File: src/rtl/rom_command_streamer_if.sv
// ROM read port plus byte stream towards the display controller.
// The master side is the streamer; the slave side is ROM + downstream sink.
interface rom_command_streamer_if #(
    parameter int AW = 5
);
    logic [AW-1:0] rom_addr;
    logic [15:0]   rom_data;
    logic          o_valid;
    logic          o_ready;
    logic [7:0]    o_data;
    logic          o_dc;

    modport master (
        output rom_addr,
        input  rom_data,
        output o_valid,
        input  o_ready,
        output o_data,
        output o_dc
    );

    modport slave (
        input  rom_addr,
        output rom_data,
        input  o_valid,
        output o_ready,
        input  o_data,
        input  o_dc
    );
endinterface

File: src/rtl/rom_command_streamer.sv
// Walks a block ROM of 16-bit command words from address 0, emitting command/data
// bytes on a ready/valid stream or pausing for timed delays, until an end word.
module rom_command_streamer #(
    parameter int L          = 32,
    parameter int DELAY_UNIT = 1000
) (
    input  logic clk,
    input  logic rst,
    input  logic start,
    output logic busy,
    output logic done,
    rom_command_streamer_if.master bus
);
    localparam int AW = $clog2(L);
    localparam int UW = (DELAY_UNIT > 1) ? $clog2(DELAY_UNIT) : 1;
    localparam logic [AW-1:0] LAST      = AW'(L - 1);
    localparam logic [UW-1:0] UNIT_LAST = UW'(DELAY_UNIT - 1);

    typedef enum logic [2:0] {
        S_IDLE,
        S_FETCH,
        S_DECODE,
        S_SEND,
        S_WAIT,
        S_DONE
    } state_t;

    state_t        state, state_n;
    logic [AW-1:0] addr, addr_n;
    logic          valid_q, valid_n;
    logic [7:0]    data_q, data_n;
    logic          dc_q, dc_n;
    logic          done_q, done_n;
    logic          busy_q, busy_n;
    logic [13:0]   tick, tick_n;
    logic [UW-1:0] unit, unit_n;
    logic          adv;

    assign bus.rom_addr = addr;
    assign bus.o_valid  = valid_q;
    assign bus.o_data   = data_q;
    assign bus.o_dc     = dc_q;
    assign busy         = busy_q;
    assign done         = done_q;

    always_ff @(posedge clk or posedge rst) begin
        if (rst) begin
            state   <= S_IDLE;
            addr    <= '0;
            valid_q <= 1'b0;
            data_q  <= '0;
            dc_q    <= 1'b0;
            done_q  <= 1'b0;
            busy_q  <= 1'b0;
            tick    <= '0;
            unit    <= '0;
        end else begin
            state   <= state_n;
            addr    <= addr_n;
            valid_q <= valid_n;
            data_q  <= data_n;
            dc_q    <= dc_n;
            done_q  <= done_n;
            busy_q  <= busy_n;
            tick    <= tick_n;
            unit    <= unit_n;
        end
    end

    always_comb begin
        state_n = state;
        addr_n  = addr;
        valid_n = valid_q;
        data_n  = data_q;
        dc_n    = dc_q;
        done_n  = done_q;
        tick_n  = tick;
        unit_n  = unit;
        adv     = 1'b0;

        case (state)
            S_IDLE, S_DONE: begin
                if (start) begin
                    addr_n  = '0;
                    done_n  = 1'b0;
                    state_n = S_FETCH;
                end
            end
            S_FETCH: state_n = S_DECODE;
            S_DECODE: begin
                case (bus.rom_data[15:14])
                    2'b00, 2'b01: begin
                        data_n  = bus.rom_data[7:0];
                        dc_n    = bus.rom_data[14];
                        valid_n = 1'b1;
                        state_n = S_SEND;
                    end
                    2'b10: begin
                        // A zero-length delay costs no WAIT cycles at all.
                        if (bus.rom_data[13:0] != 14'd0) begin
                            tick_n  = bus.rom_data[13:0];
                            unit_n  = '0;
                            state_n = S_WAIT;
                        end else begin
                            adv = 1'b1;
                        end
                    end
                    default: begin
                        done_n  = 1'b1;
                        state_n = S_DONE;
                    end
                endcase
            end
            S_SEND: begin
                if (valid_q && bus.o_ready) begin
                    valid_n = 1'b0;
                    adv     = 1'b1;
                end
            end
            S_WAIT: begin
                if (unit == UNIT_LAST) begin
                    unit_n = '0;
                    tick_n = tick - 14'd1;
                    if (tick == 14'd1)
                        adv = 1'b1;
                end else begin
                    unit_n = unit + UW'(1);
                end
            end
            default: state_n = S_IDLE;
        endcase

        // Running off the end of the ROM is an implicit end word, never a wrap.
        if (adv) begin
            if (addr == LAST) begin
                done_n  = 1'b1;
                state_n = S_DONE;
            end else begin
                addr_n  = addr + AW'(1);
                state_n = S_FETCH;
            end
        end

        busy_n = (state_n != S_IDLE) && (state_n != S_DONE);
    end
endmodule
File: src/flat_wrapper.sv
// flat-port wrapper written by rule: the top's interface ports become plain ports
module rom_command_streamer_flat 
#(
    parameter int L          = 32,
    parameter int DELAY_UNIT = 1000
)
  (clk, rst, start, busy, done, bus_rom_addr, bus_rom_data, bus_o_valid, bus_o_ready, bus_o_data, bus_o_dc);
  rom_command_streamer_if bus_i ();
  input  logic clk;
  input  logic rst;
  input  logic start;
  output logic busy;
  output logic done;
  output wire logic [$bits(bus_i.rom_addr)-1:0] bus_rom_addr;
  input wire logic [$bits(bus_i.rom_data)-1:0] bus_rom_data;
  output wire logic [$bits(bus_i.o_valid)-1:0] bus_o_valid;
  input wire logic [$bits(bus_i.o_ready)-1:0] bus_o_ready;
  output wire logic [$bits(bus_i.o_data)-1:0] bus_o_data;
  output wire logic [$bits(bus_i.o_dc)-1:0] bus_o_dc;
  assign bus_rom_addr = bus_i.rom_addr;
  assign bus_i.rom_data = bus_rom_data;
  assign bus_o_valid = bus_i.o_valid;
  assign bus_i.o_ready = bus_o_ready;
  assign bus_o_data = bus_i.o_data;
  assign bus_o_dc = bus_i.o_dc;
  rom_command_streamer #(.L(L), .DELAY_UNIT(DELAY_UNIT)) u_core (.clk(clk), .rst(rst), .start(start), .busy(busy), .done(done), .bus(bus_i));
endmodule
File: config.mk
export PLATFORM = sky130hd
export DESIGN_NAME = rom_command_streamer_flat
export DESIGN_NICKNAME = d
export VERILOG_FILES = /design/src/rtl/rom_command_streamer_if.sv /design/src/rtl/rom_command_streamer.sv /design/src/flat_wrapper.sv
export SDC_FILE = /design/constraint.sdc
export NUM_CORES = 1
export LEC_CHECK = 0
export BUFFER_PORTS_ARGS = -buffer_cell sky130_fd_sc_hd__buf_2
export CORE_ASPECT_RATIO = 1.75
export CORE_MARGIN = 8
export CORE_UTILIZATION = 29
export CTS_CLUSTER_DIAMETER = 40
export DETAILED_ROUTE_END_ITERATION = 10
export PLACE_DENSITY = 0.48
export SLEW_MARGIN = 20
export SYNTH_ARGS = -nofsm -noshare
export SYNTH_HDL_FRONTEND = slang
export SYNTH_SLANG_ARGS = --single-unit
File: constraint.sdc
create_clock -name clk -period 4 [get_ports clk]
set_input_delay 0.6 -clock clk [delete_from_list [all_inputs] [get_ports clk]]
set_output_delay 0.6 -clock clk [all_outputs]
set_load 0.1 [all_outputs]
==> implementation parameters <==
Parameter                              Value

Logic synthesis
  Prevailing post-synth register cell ... sky130_fd_sc_hd__dfrtp_1
  Main combinational cell family by area after synthesis ... simple AND/OR/NAND/NOR gates
  Xor and xnor fraction of the mapped netlist area ... 0.003577
  Number of enable-type register cells in the synthesized netlist ... 0
  Yosys cell types ... between 40 and 50
  Number of instances in the synthesized netlist ... between 200 and 300
  Share of the yosys chip area belonging to registers ... 0.4497
  Fraction of registers with async set/reset ... 1.000
  Proportion of synthesized area in mux cells ... 0.06183
  Cell Area, Synth ... 2449 µm²
  Simple-gate share of the synthesized area ... 0.2141
  Post-synthesis compound-gate area fraction ... 0.2110
  Adder-cell share of the synthesized area ... 0.02555
  Syn Area/Cell ... 9.454 µm²
  Number of flip-flops and latches in the synthesized netlist ... between 40 and 50
  Net Count, Synth ... around 280
  Yosys synthesis warning count ... 0

Final layout
  Post-synthesis to final-layout area growth ... 18.29%
  Most frequent standard cell in the layout excluding fill and tap cells ... sky130_fd_sc_hd__dfrtp_1
  Most frequent cells in the layout ... sky130_fd_sc_hd__dfrtp_1, sky130_fd_sc_hd__buf_2, sky130_fd_sc_hd__nand2_1
  Fraction of final layout cells with drive strength greater than 1 ... 0.2492
  Final core utilization ... 0.3508
  Count of nets after finishing ... approximately 320
  Diode count ... 0

Route
  Ratio of routed vias to standard cells ... approximately 5.6
  Routed wirelength normalized by instance count ... approximately 18 µm
  Routed vias ... 2181
  Number of DRC violations after detailed-routing iteration 0 ... about 110
  Final WL ... 7.170 mm
  Antenna-violating nets left ... 0
  DR pass1 iterations ... 4
  Number of design rule violations left after detail routing ... 0

Global route
  Wire length of the first global-routing pass ... 11.61 mm
  Number of global-route vias before repair ... roughly 2200
  Total congestion overflow ... 0
  Global-route track usage on met3 ... 0.02748
  Met2 usage in global routing ... 0.2419
  Global routing's busiest layer ... met2
  GRT Overall Usage ... 0.1275
  Maximum number of pins on one net before global-route repair ... between 40 and 50
  GRT met1 Usage ... 0.1233
  Initial antenna violation count ... 0

Floorplanning
  Die area ... approximately 12000 µm²
  I/O pin count ... 37
  Number of rows created at floorplan ... between 40 and 50
  Die W ... ~85 µm
  Starting utilization of the core area ... 0.2965
  Core Area ... 8258 µm²
  Die H ... 137.6 µm

Place
  Weighted congestion reported at the end of routability-driven placement ... roughly 0.8
  Number of buffers inserted by port buffering ... 36
  Total half-perimeter wirelength after legalization and detailed placement ... between 5 and 6 mm
  Post-place setup slack ... 1348 ps

Clock network
  TritonCTS clock tree ... built
  Clock edge transition at the registers on the reported setup and hold paths ... about 60 ps
  CTS buffer count ... 5
  Maximum root-to-sink buffer count ... 2
  Clock root buffer ... sky130_fd_sc_hd__clkbuf_16
  Clock latency of the later-clocked register in the worst-skew pair ... about 290 ps
  # clock sinks ... between 40 and 50
  Count of hold-fix buffers inserted at cts ... 0
  Post-CTS Setup Bufs ... 0
  H-Tree Level Count ... 2
  Post-cts gate resize count ... 0

Timing
  Final total negative setup slack ... 0 ps
  Post-route worst hold slack ... around 430 ps
  Worst slew margin ... 0.4509
  Min Clock Period, post-route ... approximately 2500 ps
  Final hold vios ... 0
  Smallest setup slack after layout ... 1481 ps
  Timing-limited maximum frequency ... 397.0 MHz
  Final Setup Violations ... 0
  Slew Viols, Final ... 0
  Post-route clock period utilization ... 0.6297
  Worst-case clock skew ... 2.763 ps
  RSZ-0062 raised after global routing ... false
  Worst Max-Slew Pin Slew ... between 800 and 900 ps

Critical path
  Worst r2r path cells ... 5
  Start of the worst register-to-register path ... u_core.state[0]
  WS Path Type ... flip-flop to flip-flop
  Reg-to-Reg End ... u_core.tick[13]
  Kind of end point of the critical path ... flip-flop
  Data arrival time at the worst-slack endpoint ... between 2000 and 3000 ps
  CP Data Required Time ... approximately 4200 ps
  Kind of start point of the critical path ... flip-flop
  Largest fanout of any net on the critical path ... 13
  Slack of the worst reg-to-reg path ... approximately 1500 ps

Power and ir drop
  Total power density per cell area ... approximately 850 nW/µm²
  Worst ir drop on vdd ... about 0.37 mV
  Post-layout total power ... 2.462 mW
  Static leakage ... about 1.2 nW

Hold path
  Class of the worst hold path ... input port to async pin

Flow run
  Max-cap violation count ... 0

Status
  Run status ... completed
synth_stat cells (all sizes together), types with 2 or more instances:
master	count	area, µm²
o311ai	2	17.52
mux2	9	101.4
ha	5	62.56
nand2b	5	31.28
a21o	2	15.01
buf	6	46.29
o221a	6	67.56
o21ai	25	136.4
nor2	22	82.58
a31oi	5	31.28
nor2b	3	18.77
nor3	8	45.04
nand4	8	50.05
nand2	25	93.84
nand3	12	60.06
o21a	2	15.01
nor4	8	50.05
a21oi	15	75.07
a221o	2	20.02
clkbuf	4	15.01
dfrtp	44	1101
or2	4	25.02
mux2i	5	50.05
inv	6	22.52
o31ai	4	30.03
o41ai	2	25.03
and3	3	18.77
nor3b	2	15.01
o22ai	2	12.51
cell type report:
cell class / count / area (µm²)
Clock buffer: 6 / 138.9
Clock inverter: 2 / 38.79
Fill cell: 871 / 5361
Inverter: 6 / 23.77
Multi-Input combinational cell: 199 / 1269
Sequential cell: 44 / 1101
Tap cell: 92 / 115.1
Timing Repair Buffer: 40 / 210.2
per-stage QoR:
stage	std cells	area (µm²)
after floorplan	259	2449
after global placement	381	2718
after detailed placement	381	2718
after CTS	389	2895
after global routing	389	2897
final	389	2897
metal layers:
layer / part of all wire / vias up
li1: - / 1049
met1: 0.38 / 1059
met2: 0.54 / 56
met3: 0.038 / 17
met4: 0.037 / 0
met5: 0 / -
state kept, by name (all words and copies together) (netlist names):
name and count:
u_core.tick 14, u_core.unit 10, u_core.bus.o_data 8, u_core.bus.rom_addr 5, u_core.state 3, u_core.bus.o_dc 1, u_core.bus.o_valid 1, u_core.busy 1
u_core.done 1
worst max-delay path, cell delays in order, from the launching register on:
cell and delay, ps:
sky130_fd_sc_hd__dfrtp_1 540, sky130_fd_sc_hd__or3b_1 580, sky130_fd_sc_hd__or4_4 670, sky130_fd_sc_hd__o41ai_2 330, sky130_fd_sc_hd__o311ai_1 150, sky130_fd_sc_hd__o21a_1 140
kinds of logic (layout without fill, tap and decap cells):
kind of cell | after synthesis | after routing
AND/OR/NAND/NOR | 104 | 104
AO/OA/AOI/OAI | 75 | 75
flip-flops | 44 | 44
buffers and inverters | 16 | 54
multiplexers | 14 | 14
adder cells (fa/ha/maj) | 5 | 5
XOR/XNOR | 1 | 1
power breakdown:
group / internal, mW / switching [mW] / leakage [nW]
sequential: 0.621 / 0.199 / 0.533
clock: 0.313 / 0.182 / 0.0871
combinational: 0.311 / 0.837 / 0.612
worst max-delay path by stage:
stage | startpoint | end | depth (start not counted)
finish | u_core.state[0] | u_core.tick[13] | 5
global route | u_core.state[0] | u_core.tick[13] | 5
CTS | u_core.state[0] | u_core.tick[13] | 5
detailed placement | bus_rom_data[8] | u_core.tick[0] | 7
global placement | bus_rom_data[0] | u_core.tick[0] | 7
floorplan | u_core.state[1] | u_core.tick[13] | 7
(Power assumes the default switching activity.)
